$ cat src/rtl/cr16_run_controller.sv
// cr16_run_controller
//   Run/debug controller sitting between the CR16 core and the board I/O. Gates the core
//   enable according to free-run, run-to-breakpoint, single-step and cycle-budget modes,
//   counts enabled cycles, records why the core halted and drives a selectable hex digit bus.
//
// Ports
//   I_CLK, I_NRESET       clock, asynchronous active-low reset
//   I_MODE                0 free-run, 1 run-to-breakpoint, 2 single-step, 3 cycle-budget
//   I_START/I_STOP/I_STEP single-cycle control pulses
//   I_BREAKPOINTS         packed breakpoint PCs (index 0 in LSBs), I_BP_ENABLE per-breakpoint
//   I_CYCLE_BUDGET        cycle limit used in mode 3
//   I_PC, I_RESULT_BUS    core program counter and result bus
//   I_MEM_DATA            memory read data
//   I_DISPLAY_SEL         0 PC, 1 held result, 2 memory data, 3 cycle count
//   O_CPU_ENABLE          core enable
//   O_HALTED              high while halted
//   O_HALT_CAUSE          0 none, 1 breakpoint, 2 budget, 3 manual, 4 step
//   O_BP_HIT_INDEX        breakpoint responsible for the last breakpoint halt
//   O_CYCLE_COUNT         enabled cycles since the last start from idle (saturating)
//   O_DISPLAY_BITS        registered hex digit bus, digit 0 in LSBs
module cr16_run_controller #(
  parameter int unsigned P_DATA_WIDTH        = 16,
  parameter int unsigned P_NUM_BREAKPOINTS   = 2,
  parameter int unsigned P_CYCLE_COUNT_WIDTH = 24,
  parameter int unsigned P_NUM_DIGITS        = 6
) (
  input  logic                                          I_CLK,
  input  logic                                          I_NRESET,
  input  logic [1:0]                                    I_MODE,
  input  logic                                          I_START,
  input  logic                                          I_STOP,
  input  logic                                          I_STEP,
  input  logic [P_NUM_BREAKPOINTS*P_DATA_WIDTH-1:0]     I_BREAKPOINTS,
  input  logic [P_NUM_BREAKPOINTS-1:0]                  I_BP_ENABLE,
  input  logic [P_CYCLE_COUNT_WIDTH-1:0]                I_CYCLE_BUDGET,
  input  logic [P_DATA_WIDTH-1:0]                       I_PC,
  input  logic [P_DATA_WIDTH-1:0]                       I_RESULT_BUS,
  input  logic [P_DATA_WIDTH-1:0]                       I_MEM_DATA,
  input  logic [1:0]                                    I_DISPLAY_SEL,
  output logic                                          O_CPU_ENABLE,
  output logic                                          O_HALTED,
  output logic [2:0]                                    O_HALT_CAUSE,
  output logic [((P_NUM_BREAKPOINTS > 1) ? $clog2(P_NUM_BREAKPOINTS) : 1)-1:0] O_BP_HIT_INDEX,
  output logic [P_CYCLE_COUNT_WIDTH-1:0]                O_CYCLE_COUNT,
  output logic [4*P_NUM_DIGITS-1:0]                     O_DISPLAY_BITS
);

  localparam int unsigned IdxW  = (P_NUM_BREAKPOINTS > 1) ? $clog2(P_NUM_BREAKPOINTS) : 1;
  localparam int unsigned DispW = 4 * P_NUM_DIGITS;
  localparam int unsigned MaxDc = (P_DATA_WIDTH > P_CYCLE_COUNT_WIDTH) ?
                                  P_DATA_WIDTH : P_CYCLE_COUNT_WIDTH;
  // Wide enough for every source and the display, so sources zero-extend then truncate.
  localparam int unsigned SrcW  = (MaxDc > DispW) ? MaxDc : DispW;

  localparam logic [2:0] CauseNone   = 3'd0;
  localparam logic [2:0] CauseBp     = 3'd1;
  localparam logic [2:0] CauseBudget = 3'd2;
  localparam logic [2:0] CauseManual = 3'd3;
  localparam logic [2:0] CauseStep   = 3'd4;

  typedef enum logic [1:0] {StIdle, StRun, StStep, StHalt} state_e;

  state_e                         r_state_q, w_state_d;
  logic [2:0]                     r_cause_q, w_cause_d;
  logic [IdxW-1:0]                r_bp_idx_q, w_bp_idx_d;
  logic                           r_mask_q, w_mask_d;
  logic [P_CYCLE_COUNT_WIDTH-1:0] r_count_q, w_count_d;
  logic [P_DATA_WIDTH-1:0]        r_result_q;
  logic [DispW-1:0]               r_display_q;

  logic                           w_cnt_clr;
  logic                           w_bp_any;
  logic [IdxW-1:0]                w_bp_idx;
  logic                           w_run;
  logic                           w_bp_match;
  logic                           w_budget_hit;
  logic [SrcW-1:0]                w_disp_src;

  // Lowest enabled matching breakpoint wins: scan downwards so the last hit is the lowest.
  always_comb begin
    w_bp_any = 1'b0;
    w_bp_idx = '0;
    for (int i = P_NUM_BREAKPOINTS - 1; i >= 0; i--) begin
      if (I_BP_ENABLE[i] && (I_PC == I_BREAKPOINTS[i*P_DATA_WIDTH +: P_DATA_WIDTH])) begin
        w_bp_any = 1'b1;
        w_bp_idx = IdxW'(i);
      end
    end
  end

  assign w_run        = (r_state_q == StRun);
  // The resume mask lets a run resumed at a breakpoint PC execute past it.
  assign w_bp_match   = w_run && (I_MODE == 2'd1) && w_bp_any && !r_mask_q;
  assign w_budget_hit = w_run && (I_MODE == 2'd3) && (r_count_q >= I_CYCLE_BUDGET);
  assign O_CPU_ENABLE = (w_run && !(w_bp_match || w_budget_hit)) || (r_state_q == StStep);

  always_comb begin
    w_state_d  = r_state_q;
    w_cause_d  = r_cause_q;
    w_bp_idx_d = r_bp_idx_q;
    w_mask_d   = 1'b0;
    w_cnt_clr  = 1'b0;
    unique case (r_state_q)
      StIdle: begin
        if (I_STOP) begin
          w_state_d = StIdle;
        end else if (I_START) begin
          w_cnt_clr = 1'b1;
          w_cause_d = CauseNone;
          w_state_d = (I_MODE == 2'd2) ? StHalt : StRun;
        end else if (I_STEP) begin
          w_cnt_clr = 1'b1;
          w_cause_d = CauseNone;
          w_state_d = StStep;
        end
      end
      StRun: begin
        if (w_bp_match) begin
          w_state_d  = StHalt;
          w_cause_d  = CauseBp;
          w_bp_idx_d = w_bp_idx;
        end else if (w_budget_hit) begin
          w_state_d = StHalt;
          w_cause_d = CauseBudget;
        end else if (I_STOP) begin
          w_state_d = StHalt;
          w_cause_d = CauseManual;
        end
      end
      StStep: begin
        w_state_d = StHalt;
        w_cause_d = CauseStep;
      end
      StHalt: begin
        if (I_STEP) begin
          w_state_d = StStep;
        end else if (I_START && (I_MODE != 2'd2)) begin
          w_state_d = StRun;
          w_mask_d  = 1'b1;
        end
      end
      default: w_state_d = StIdle;
    endcase
  end

  always_comb begin
    w_count_d = r_count_q;
    if (w_cnt_clr) begin
      w_count_d = '0;
    end else if (O_CPU_ENABLE && !(&r_count_q)) begin
      w_count_d = r_count_q + 1'b1;
    end
  end

  always_comb begin
    w_disp_src = '0;
    unique case (I_DISPLAY_SEL)
      2'd0: w_disp_src = SrcW'(I_PC);
      2'd1: w_disp_src = SrcW'(r_result_q);
      2'd2: w_disp_src = SrcW'(I_MEM_DATA);
      2'd3: w_disp_src = SrcW'(r_count_q);
      default: w_disp_src = '0;
    endcase
  end

  always_ff @(posedge I_CLK or negedge I_NRESET) begin
    if (!I_NRESET) begin
      r_state_q   <= StIdle;
      r_cause_q   <= CauseNone;
      r_bp_idx_q  <= '0;
      r_mask_q    <= 1'b0;
      r_count_q   <= '0;
      r_result_q  <= '0;
      r_display_q <= '0;
    end else begin
      r_state_q   <= w_state_d;
      r_cause_q   <= w_cause_d;
      r_bp_idx_q  <= w_bp_idx_d;
      r_mask_q    <= w_mask_d;
      r_count_q   <= w_count_d;
      if (O_CPU_ENABLE) begin
        r_result_q <= I_RESULT_BUS;
      end
      r_display_q <= w_disp_src[DispW-1:0];
    end
  end

  assign O_HALTED       = (r_state_q == StHalt);
  assign O_HALT_CAUSE   = r_cause_q;
  assign O_BP_HIT_INDEX = r_bp_idx_q;
  assign O_CYCLE_COUNT  = r_count_q;
  assign O_DISPLAY_BITS = r_display_q;

endmodule

$ cat config.mk
export PLATFORM = sky130hd
export DESIGN_NAME = cr16_run_controller
export DESIGN_NICKNAME = d
export VERILOG_FILES = /design/src/rtl/cr16_run_controller.sv
export SDC_FILE = /design/constraint.sdc
export NUM_CORES = 1
export LEC_CHECK = 0
export BUFFER_PORTS_ARGS = -buffer_cell sky130_fd_sc_hd__buf_2
export CORE_MARGIN = 3
export CORE_UTILIZATION = 50
export DETAILED_ROUTE_END_ITERATION = 7
export GPL_TIMING_DRIVEN = 0
export PLACE_DENSITY = 0.81
export SLEW_MARGIN = 15
export SYNTH_ARGS = -nofsm -noshare
export SYNTH_HDL_FRONTEND = slang
export SYNTH_SLANG_ARGS = --single-unit
$ cat constraint.sdc
create_clock -name I_CLK -period 3.1 [get_ports I_CLK]
set_clock_uncertainty 0.2 [all_clocks]
set_input_delay 0.31 -clock I_CLK [delete_from_list [all_inputs] [get_ports I_CLK]]
set_output_delay 0.31 -clock I_CLK [all_outputs]
set_load 0.05 [all_outputs]
==> key figures, run 1 <==
Placed design
  – Setup slack at placement: -415.4 ps
  – Final HPWL from detailed placement: ~11,000 um
  – # port buffers: 166
  – Gpl congestion: slightly below 0.9
  – Placed insts: ~700

Global routing
  – Initial antenna violation count: 0
  – Met2 Usage GRT: 50.44%
  – Overall Global Routing Usage: around 28%
  – Busiest layer in global routing: met2
  – Largest net degree at the start of global routing: 47
  – First-pass GRT wire length: 22,170 um
  – Overflow after GRT: 0
  – Global routing usage on met1: about 35%
  – Met3 usage: 3.822%
  – Vias in the first global route: 4,390

Synthesis
  – Avg Cell Area, Syn: about 11 um^2
  – Largest family of logic cells by synthesized area: simple AND/OR/NAND/NOR gates
  – Area contributors post-synth: dfrtp_1, ha_1, mux4_2, mux2_1, xnor2_1
  – Post-synth net total: 555
  – Post-synthesis xor/xnor area fraction: approximately 6.7%
  – Yosys warns: 0
  – Seq cells post-synth: 71
  – Mapped Cells: 411
  – Post-synthesis mux area share: 13.76%
  – Synth area leader: dfrtp_1
  – Syn Std Cell Area: 4420 um^2
  – Most used DFF post-synth: dfrtp_1
  – Sequential area share after synthesis: 40.19%
  – Number of flops mapped to enable cells by yosys: 0
  – Adder-Cell Fraction of Synth Area: 8.208%
  – Compound-cell area share of the yosys netlist: 10.39%
  – Distinct cells, synth: 56
  – FFs w/ async S/R, synth: 100.0%
  – Synth top area share: 40.19%
  – Synth Area in Simple Gates: about 16%

STA
  – Setup-failing EPs final: 3
  – Fin crit share: 102.3%
  – RSZ-0062 raised after global routing: true
  – Final hold violations: 0
  – Relative slew slack: 53.02%
  – Final worst slack: -70.50 ps
  – Fmax: roughly 0.32 GHz
  – Slew @ Worst Pin: 704.7 ps
  – Fin. max-slew vios: 0
  – Crit path time final: 3170 ps

Critical path
  – Crit-path slowest cell: a2111oi_4
  – Crit-path max FO: 2
  – Worst EP required: ~2600 ps
  – Crit Path Class: flop to output port
  – Max incr delay on CP: roughly 470 ps
  – Critical Path, Cell by Cell: ha_4 > nand4_1 > nor3_4 > nand2_2 > a2111oi_4 > o311ai_4 > a21oi_4 > buf_8 > inv_2 > buf_6
  – CP Buf/Inv Count: 3
  – Crit. End Element: output port
  – CP delay by family, top: compound AO/OA/AOI/OAI gates
  – CP arrival: around 2700 ps
  – Startpoint types: flop

Drt
  – Routed Antenna Nets: 0
  – # DRC: 0
  – Via count: 4,229
  – WL/cell: 19.54 um
  – Drt first pass iters: 5
  – WL final: 14,340 um
  – Starting DRT DRC Count: 326
  – Routed vias/inst: 5.762

Final layout
  – Post-layout nets: 768
  – Most common cell after layout, fill and taps aside: buf_2
  – Area grow syn2layout: 38.86%
  – Number of diodes: 0
  – Final instance count without filler cells: 734
  – Most frequent cells in the layout: buf_2, dfrtp_1, inv_1, ha_1, a21oi_1
  – Layout cells sized above 1: 43.72%

Clock network
  – CTS clk-pin slew, worst paths: approximately 70 ps
  – CTS tree: yes
  – Clk root buf: clkbuf_8
  – CTS buffer count: 9
  – CTS max path bufs: 2
  – Sink Count: 71
  – Max H-tree Level: 3
  – Clock Latency Late Sink: 350 ps

Hold path
  – Hold Crit Class: input port to flop

Floorplanning
  – Chip width: ~100 um
  – # IOs: 169
  – Starting density of the core: 52.74%
  – Die area: about 10,000 um^2
  – Chip height: 100.0 um
  – Row Count: 33
  – Core ar.: between 8000 and 9000 um^2

Status
  – Outcome: finished with violations
  – Failing checks: negative setup slack

Power and ir drop
  – Final Power: 4.063 mW
  – Leak pwr: roughly 3.0 nW
  – Maximum VDD drop: 284.8 uV
  – Pwr Density: 661.8 nW/um^2

Flow run
  – Max-Cap Viols: 0
==> layout make-up <==
| type | count | area, um^2 |
|---|---|---|
| multi-input combinational | 294 | 2606 |
| fill | 588 | 2243 |
| sequential | 71 | 1792 |
| timing repair buffer | 202 | 1197 |
| clock buffer | 16 | 180.2 |
| tap | 105 | 131.4 |
| inverter | 32 | 120.1 |
| buffer | 14 | 111.4 |
==> final timing paths <==
kind	start	end	slack, ps	depth (start not counted)
worst max-delay path	O_CYCLE_COUNT[21]	O_CPU_ENABLE	-70	10
worst max register to register	O_CYCLE_COUNT[21]	O_CYCLE_COUNT[1]	-30	12
max in group asynchronous	I_NRESET	O_CYCLE_COUNT[16]	1900	3
min in group asynchronous	I_NRESET	r_result_q[7]	220	2
worst min-delay path	I_MEM_DATA[4]	O_DISPLAY_BITS[4]	80	2
worst min register to register	r_result_q[10]	r_result_q[10]	290	1
==> state kept, by name, summed over array words and instances, names as in the netlist <==
register	cells
O_HALT_CAUSE	3
O_DISPLAY_BITS	24
r_state_q	2
O_CYCLE_COUNT	24
O_BP_HIT_INDEX	1
r_result_q	16
r_mask_q	1
==> metal layers <==
layer | wire length (um) | part of all wire (%)
met5 | 29 | 0.20
met4 | 472 | 3.3
met3 | 992 | 6.9
met2 | 7345 | 51
met1 | 5500 | 38
==> worst register-to-register path, cell delays in order (launching register included) <==
cell,delay (ps)
dfrtp_2,440
ha_4,270
nand4_1,190
nor3_4,230
nand2_2,100
a2111oi_4,470
o311ai_4,150
buf_6,150
a22oi_2,240
buf_6,190
buf_8,130
mux2i_1,180
nor2_1,50
==> metrics by stage <==
| step | utilization, % | TNS [ps] | hold WS (ps) | area (um^2) |
|---|---|---|---|---|
| after floorplan | - | 0 | -185.6 | 4422 |
| after global placement | 64.23 | -5532 | 267.1 | 5384 |
| after detailed placement | 64.59 | -8232 | 49.01 | 5414 |
| after CTS | 70.92 | -210.7 | 1.191 | 5944 |
| after global routing | 73.23 | -1023 | 64.73 | 6138 |
| final | 73.23 | -104.7 | 79.21 | 6138 |
==> report_power, final <==
part           total (mW)  internal (mW)  switching, mW
sequential           1.30           1.15          0.149
combinational        2.08          0.882           1.19
clock               0.692          0.359          0.334
==> cells in the mapped netlist, drive strengths merged, types with 2 or more instances <==
master   instances
mux2            19
nand3           11
nor4             4
o21a             2
xor2            15
nand4           14
mux4            16
dfrtp           71
buf              7
o21ai           25
ha              29
nor2b            3
nor2             9
and2             2
or4              3
mux2i            3
a2bb2oi          2
nand2           23
nand2b           5
and3            16
nor3             4
xnor2           19
or3             16
clkbuf           6
a22oi            2
and4             4
o31ai            4
inv             32
a21oi           30
or2              3
==> kinds of logic after synthesis <==
kind of cell | after synthesis
and+or+nand+nor | 119
AOI/OAI and AO/OA | 74
DFF | 71
buffers and inverters | 46
muxes | 38
xor gates and xnor gates | 34
adders and majority gates | 29
==> repair_timing <==
action,in CTS,in global routing
gates cloned,0,1
endpoints found under the hold margin,40,1
resized for setup,16,40
setup buffers,14,3
endpoints found under the setup margin,43,42
hold buffers,16,1
pin swaps,9,17
No activity file was read; power rests on OpenSTA's default activity.
==> run 2, diff against run 1 <==
--- a/config.mk
+++ b/config.mk
@@ -7,10 +7,11 @@
 export LEC_CHECK = 0
 export BUFFER_PORTS_ARGS = -buffer_cell sky130_fd_sc_hd__buf_2
 export CORE_MARGIN = 3
-export CORE_UTILIZATION = 50
+export CORE_UTILIZATION = 40
 export DETAILED_ROUTE_END_ITERATION = 7
 export GPL_TIMING_DRIVEN = 0
-export PLACE_DENSITY = 0.81
+export PLACE_DENSITY = 0.67
+export SKIP_LAST_GASP = 1
 export SLEW_MARGIN = 15
 export SYNTH_ARGS = -nofsm -noshare
 export SYNTH_HDL_FRONTEND = slang
==> run 2 against run 1 <==
Worst hold slack worse by 60 ps; clock power up 19%; power up 0.43%; the flow now finishes without violations; sequential share of layout area down 0.14 points; sequential power about the same; count of clock-buffer cells in the layout down 5; cell count up 4.8%; setup slack better by 150 ps.
==> key figures, run 2 (same netlist as run 1, synthesis figures left out) <==
Final layout
  – Most frequent cells in the layout: buf_2, dfrtp_1, inv_1, a21oi_1, buf_4
  – Final instance count without filler cells: a little under 800
  – Layout cells sized above 1: 43.29%
  – Number of diodes: 0
  – Most common cell after layout, fill and taps aside: buf_2
  – Fillcell total: about 900
  – Area grow syn2layout: 39.91%
  – Post-layout nets: about 770

STA
  – Final worst slack: about 80 ps
  – Fin. max-slew vios: 0
  – Fin crit share: a little over nine tenths
  – Crit path time final: 3022 ps
  – Hold WS: 19.70 ps
  – Fmax: 0.3309 GHz
  – Setup-failing EPs final: 0
  – Final hold violations: 0
  – Relative slew slack: 52.98%
  – RSZ-0062 raised after global routing: true
  – Setup TNS: 0 ps
  – Slew @ Worst Pin: roughly 710 ps

Drt
  – # DRC: 0
  – Starting DRT DRC Count: 273
  – Drt first pass iters: 4
  – WL final: ~14,000 um
  – WL/cell: 18.21 um
  – Via count: about 4,100
  – Routed vias/inst: 5.388
  – Routed Antenna Nets: 0

Critical path
  – Crit-path slowest cell: dfrtp_2
  – Crit Path Class: flop to output port
  – Critical Path, Cell by Cell: ha_1 > nand2_1 > nor3_4 > nand2_2 > a2111oi_4 > o311ai_4 > a21oi_4 > buf_8 > inv_4 > buf_8
  – R2R setup slack: 110 ps
  – Worst EP required: 2590 ps
  – CP arrival: 2510 ps
  – Crit-path max FO: 7
  – Most frequent CP cell: buf_8
  – Startpoint types: flop
  – Crit. End Element: output port
  – Max incr delay on CP: 470 ps

Clock network
  – Max H-tree Level: 3
  – Clk root buf: clkbuf_8
  – CTS max path bufs: 2
  – Sink Count: slightly above 70
  – CTS tree: yes
  – CTS clk-pin slew, worst paths: 80 ps
  – CTS buffer count: 9
  – Clock Latency Late Sink: 340 ps

Global routing
  – First-pass GRT wire length: 21,670 um
  – Largest net degree at the start of global routing: a little under 50
  – Overflow after GRT: 0
  – Vias in the first global route: 4,207
  – Initial antenna violation count: 0
  – Overall Global Routing Usage: between 20% and 30%

Placed design
  – Final HPWL from detailed placement: 10,740 um
  – Gpl congestion: 0.9959
  – # port buffers: 166
  – Placed insts: 714
  – Setup slack at placement: -503.3 ps

Floorplanning
  – Row Count: 37
  – Starting density of the core: 41.88%
  – Chip height: 111.1 um
  – # IOs: between 150 and 200
  – Die area: roughly 12,000 um^2
  – Core ar.: between 10,000 and 15,000 um^2
  – Chip width: 111.1 um

Power and ir drop
  – Maximum VDD drop: 655.5 uV
  – Pwr Density: 659.7 nW/um^2
  – Leak pwr: 3.022 nW

Flow run
  – Max-Cap Viols: 0

Status
  – Outcome: finished clean

Hold path
  – Hold Crit Class: input port to flop
-- run 2: timing repair --
item,4_1_cts,5_1_grt
endpoints found under the setup margin,44,43
hold buffers,15,0
resized for setup,19,23
pin swaps,9,10
buffers inserted,13,11
hold endpoints to repair,37,0
-- run 2: layout make-up --
cell class | instances | area, um^2 | share of cell area (%)
clock buffer | 11 | 141.4 | 2.286
inverter | 32 | 122.6 | 1.983
sequential | 71 | 1797 | 29.05
clock inverter | 5 | 81.33 | 1.315
tap | 136 | 170.2 | 2.751
timing repair buffer | 206 | 1205 | 19.48
buffer | 14 | 111.4 | 1.801
multi-input combinational | 294 | 2556 | 41.33
-- run 2: final timing paths --
kind / startpoint / endpoint / cells past startpoint
min reg2reg: r_result_q[12] / r_result_q[12] / 1
max in group asynchronous: I_NRESET / O_CYCLE_COUNT[5] / 3
min: I_RESULT_BUS[11] / r_result_q[11] / 2
max reg2reg: O_CYCLE_COUNT[17] / O_CYCLE_COUNT[1] / 12
max: O_CYCLE_COUNT[17] / O_CPU_ENABLE / 10
min in group asynchronous: I_NRESET / r_state_q[0] / 2
-- run 2: critical path: cells and delay by family (launching register included) --
| kind | cells | cell delay, ps |
|---|---|---|
| buffers and inverters | 3 | 280 |
| adder cells (fa/ha/maj) | 1 | 310 |
| flip-flops | 1 | 470 |
| AO/OA/AOI/OAI | 3 | 660 |
| AND/OR/NAND/NOR | 3 | 440 |
-- run 2: per-layer routing --
| metal | vias up | GRT usage, % | wire [um] |
|---|---|---|---|
| met5 | - | 0 | 0 |
| met4 | 0 | 8.597 | 388 |
| met3 | 25 | 3.275 | 1086 |
| met2 | 191 | 37.82 | 6739 |
| met1 | 1986 | 28.31 | 5787 |
| li1 | 1941 | - | - |
-- run 2: per-stage QoR --
stage	utilization, %	total power [mW]	area, um^2
detailed placement	51.66	3.032	5453
floorplan	-	2.531	4422
global route	58.59	4.306	6185
finish	58.59	4.080	6185
CTS	57.04	4.050	6021
global placement	51.38	2.972	5423
-- run 2: power by group --
| group | leakage (nW) | internal (mW) | total, mW | switching [mW] |
|---|---|---|---|---|
| Sequential | 0.884 | 1.15 | 1.29 | 0.147 |
| Clock | 0.110 | 0.475 | 0.823 | 0.348 |
| Combinational | 2.03 | 0.821 | 1.96 | 1.14 |
| Total | 3.02 | 2.44 | 4.08 | 1.64 |
==> run 3, diff against run 2 <==
--- a/config.mk
+++ b/config.mk
@@ -5,12 +5,13 @@
 export SDC_FILE = /design/constraint.sdc
 export NUM_CORES = 1
 export LEC_CHECK = 0
+export ABC_AREA = 1
 export BUFFER_PORTS_ARGS = -buffer_cell sky130_fd_sc_hd__buf_2
 export CORE_MARGIN = 3
 export CORE_UTILIZATION = 40
 export DETAILED_ROUTE_END_ITERATION = 7
 export GPL_TIMING_DRIVEN = 0
-export PLACE_DENSITY = 0.67
+export PLACE_DENSITY = 0.66
 export SKIP_LAST_GASP = 1
 export SLEW_MARGIN = 15
 export SYNTH_ARGS = -nofsm -noshare
==> run 3 against run 2 <==
Synthesized cell count is 81% higher; sequential power fell by 3%; critical path depth is 2 higher; largest power group unchanged.
==> key figures, run 3 <==
Synthesis
  – Synth area leader: dfrtp_1
  – FFs w/ async S/R, synth: 100.0%
  – Commonest cells in the netlist: nand2_1, inv_1, dfrtp_1
  – Number of flops mapped to enable cells by yosys: 0
  – Sequential area share after synthesis: about a third
  – Most used DFF post-synth: dfrtp_1
  – Seq cells post-synth: between 70 and 80
  – Top-count cell post-synth: nand2_1
  – Yosys warns: 0
  – Distinct cells, synth: 39
  – Post-synth net total: roughly 890
  – Area contributors post-synth: dfrtp_1, nand2_1, inv_1, ha_1, nand3_1
  – Syn Std Cell Area: 5094 um^2
  – Synth top area share: about a third
  – Mapped Cells: 745
  – Avg Cell Area, Syn: approximately 6.8 um^2

Final layout
  – Final instance count without filler cells: 1,116
  – Design Area, Final: 6673 um^2
  – Number of diodes: 0
  – Post-layout nets: around 1,100
  – Most frequent cells in the layout: nand2_1, buf_2, inv_1, dfrtp_1, nand3_1
  – Area grow syn2layout: 31.00%
  – Layout cells sized above 1: 23.10%
  – Most common cell after layout, fill and taps aside: nand2_1

Drt
  – Routed Antenna Nets: 0
  – Via count: between 5,000 and 6,000
  – Routed vias/inst: 4.760
  – Starting DRT DRC Count: approximately 240
  – Drt first pass iters: 5
  – WL final: 15,180 um
  – # DRC: 0
  – WL/cell: ~14 um

Critical path
  – Crit Path Class: flop to output port
  – CP Buf/Inv Count: 1
  – CP arrival: ~2400 ps
  – Critical Path, Cell by Cell: ha_1 > nand2_1 > nor2_1 > and2_4 > nand3_1 > nor2_1 > nand2_1 > nand2_1 > nand2_2 > nand3_4 > nand2_8 > buf_6
  – R2r worst-path depth: 13
  – Worst EP required: 2590 ps
  – R2R setup slack: 420 ps
  – Reg-to-Reg End: r_result_q[14]
  – Crit-path slowest cell: dfrtp_1
  – Max incr delay on CP: about 470 ps
  – Startpoint types: flop
  – CP delay by family, top: simple AND/OR/NAND/NOR gates
  – Most frequent CP cell: nand2_1
  – Crit Reg-Reg Startpoint: O_CYCLE_COUNT[19]
  – Crit-path max FO: 15
  – Crit. End Element: output port

STA
  – Slew @ Worst Pin: 615.5 ps
  – Final hold violations: 0
  – Crit path time final: 2943 ps
  – Relative slew slack: approximately 59%
  – Hold WS: 9.145 ps
  – Fmax: 0.3398 GHz
  – Final worst slack: ~160 ps
  – Setup-failing EPs final: 0
  – Fin crit share: 94.93%
  – RSZ-0062 raised after global routing: false
  – Fin. max-slew vios: 0

Floorplanning
  – Row Count: 40
  – # IOs: 169
  – Die area: between 10,000 and 15,000 um^2
  – Chip width: roughly 120 um
  – Core ar.: 12,210 um^2
  – Starting density of the core: 41.71%
  – Chip height: around 120 um

Global routing
  – First-pass GRT wire length: 24,840 um
  – Largest net degree at the start of global routing: 39
  – Vias in the first global route: 5,198
  – Overall Global Routing Usage: 21.72%
  – Overflow after GRT: 0
  – Initial antenna violation count: 1

Placed design
  – Post-DP Area: 6167 um^2
  – # port buffers: 168
  – Placed insts: 1,082
  – Final HPWL from detailed placement: 12,360 um
  – Gpl congestion: around 0.96
  – Setup slack at placement: -27.93 ps

Power and ir drop
  – Clock power share: a little under a quarter
  – Maximum VDD drop: 348.8 uV
  – Leak pwr: between 3 and 4 nW
  – Pwr Density: 576.7 nW/um^2
  – Sequential Power Share: 32.5%
  – Gate power share: 43.6%
  – Switching part of the total: around 43%
  – Internal: 2.206 mW
  – Sw power: about 1.6 mW

Clock network
  – CTS buffer count: 9
  – CTS tree: yes
  – Sink Count: 71
  – Max H-tree Level: 3
  – Clk root buf: clkbuf_16
  – Clock Latency Late Sink: 340 ps
  – CTS max path bufs: 2
  – CTS clk-pin slew, worst paths: roughly 50 ps

Hold path
  – Hold endpoint: O_DISPLAY_BITS[4]
  – Hold Crit Class: input port to flop
  – Hold Path Stages: 3
  – Hold Crit Start: I_MEM_DATA[4]

Flow run
  – Max-Cap Viols: 0

Status
  – Outcome: finished clean
[run 3: worst max path at each step]
stage | start | end | slack [ps] | cells after the start
after global routing | O_CYCLE_COUNT[19] | O_CPU_ENABLE | 30 | 12
after CTS | O_CYCLE_COUNT[22] | O_CPU_ENABLE | 3 | 12
after global placement | O_CYCLE_COUNT[15] | O_CPU_ENABLE | -20 | 11
after floorplan | O_CYCLE_COUNT[19] | O_CPU_ENABLE | 350 | 12
final | O_CYCLE_COUNT[19] | O_CPU_ENABLE | 160 | 12
after detailed placement | O_CYCLE_COUNT[15] | O_CPU_ENABLE | -30 | 11
[run 3: routing by layer]
metal,GRT usage [%],up-vias,share of wire (%)
met5,0,-,0.072
met4,7.531,2,1.7
met3,3.941,23,6.2
met2,36.23,170,47
met1,28.38,2350,45
li1,-,2767,-
[run 3: power groups by stage]
stage / Combinational, mW / Clock [mW] / Sequential [mW]
after floorplan: 0.896 / 0 / 1.50
after global placement: 1.59 / 0 / 1.27
after detailed placement: 1.61 / 0 / 1.27
after CTS: 1.66 / 0.932 / 1.25
after global routing: 1.87 / 0.974 / 1.27
final: 1.68 / 0.920 / 1.25
[run 3: area by class of cell]
cell class	count	area (um^2)
flip-flops and latches	71	1783
clock buffers	11	242.7
inverters	130	488.0
fillers	1273	5539
clock inverters	2	10.01
multi-input cells	523	2758
plain buffers	20	96.34
well taps	168	210.2
repair buffers	191	1085
[run 3: worst min-delay path, delay by kind of cell]
kind / cells / cell delay, ps
compound gates: 1 / 70
buf+inv: 1 / 80
simple gates: 1 / 50
[run 3: cells by family after synthesis]
family          Yosys count  synth area share [%]
xor+xnor                 23                 3.955
buf+inv                 151                 11.57
simple gates            428                 36.70
compound gates           43                 5.773
flops                    71                 34.88
fa+ha+maj                29                 7.124
[run 3: metrics by stage]
step	utilization (%)	total power, mW	TNS [ps]
after global placement	50.32	2.861	-17.73
after detailed placement	50.50	2.876	-27.93
final	54.64	3.848	0
after CTS	54.39	3.845	0
after global routing	54.64	4.112	0
after floorplan	-	2.399	0
[run 3: repair_timing]
| action | in CTS | in global routing |
|---|---|---|
| setup buffers | 0 | 2 |
| endpoints found under the setup margin | 1 | 1 |
| resized for setup | 6 | 7 |
| gates cloned | 0 | 0 |
| hold endpoints to repair | 52 | 0 |
| hold buffers | 20 | 0 |
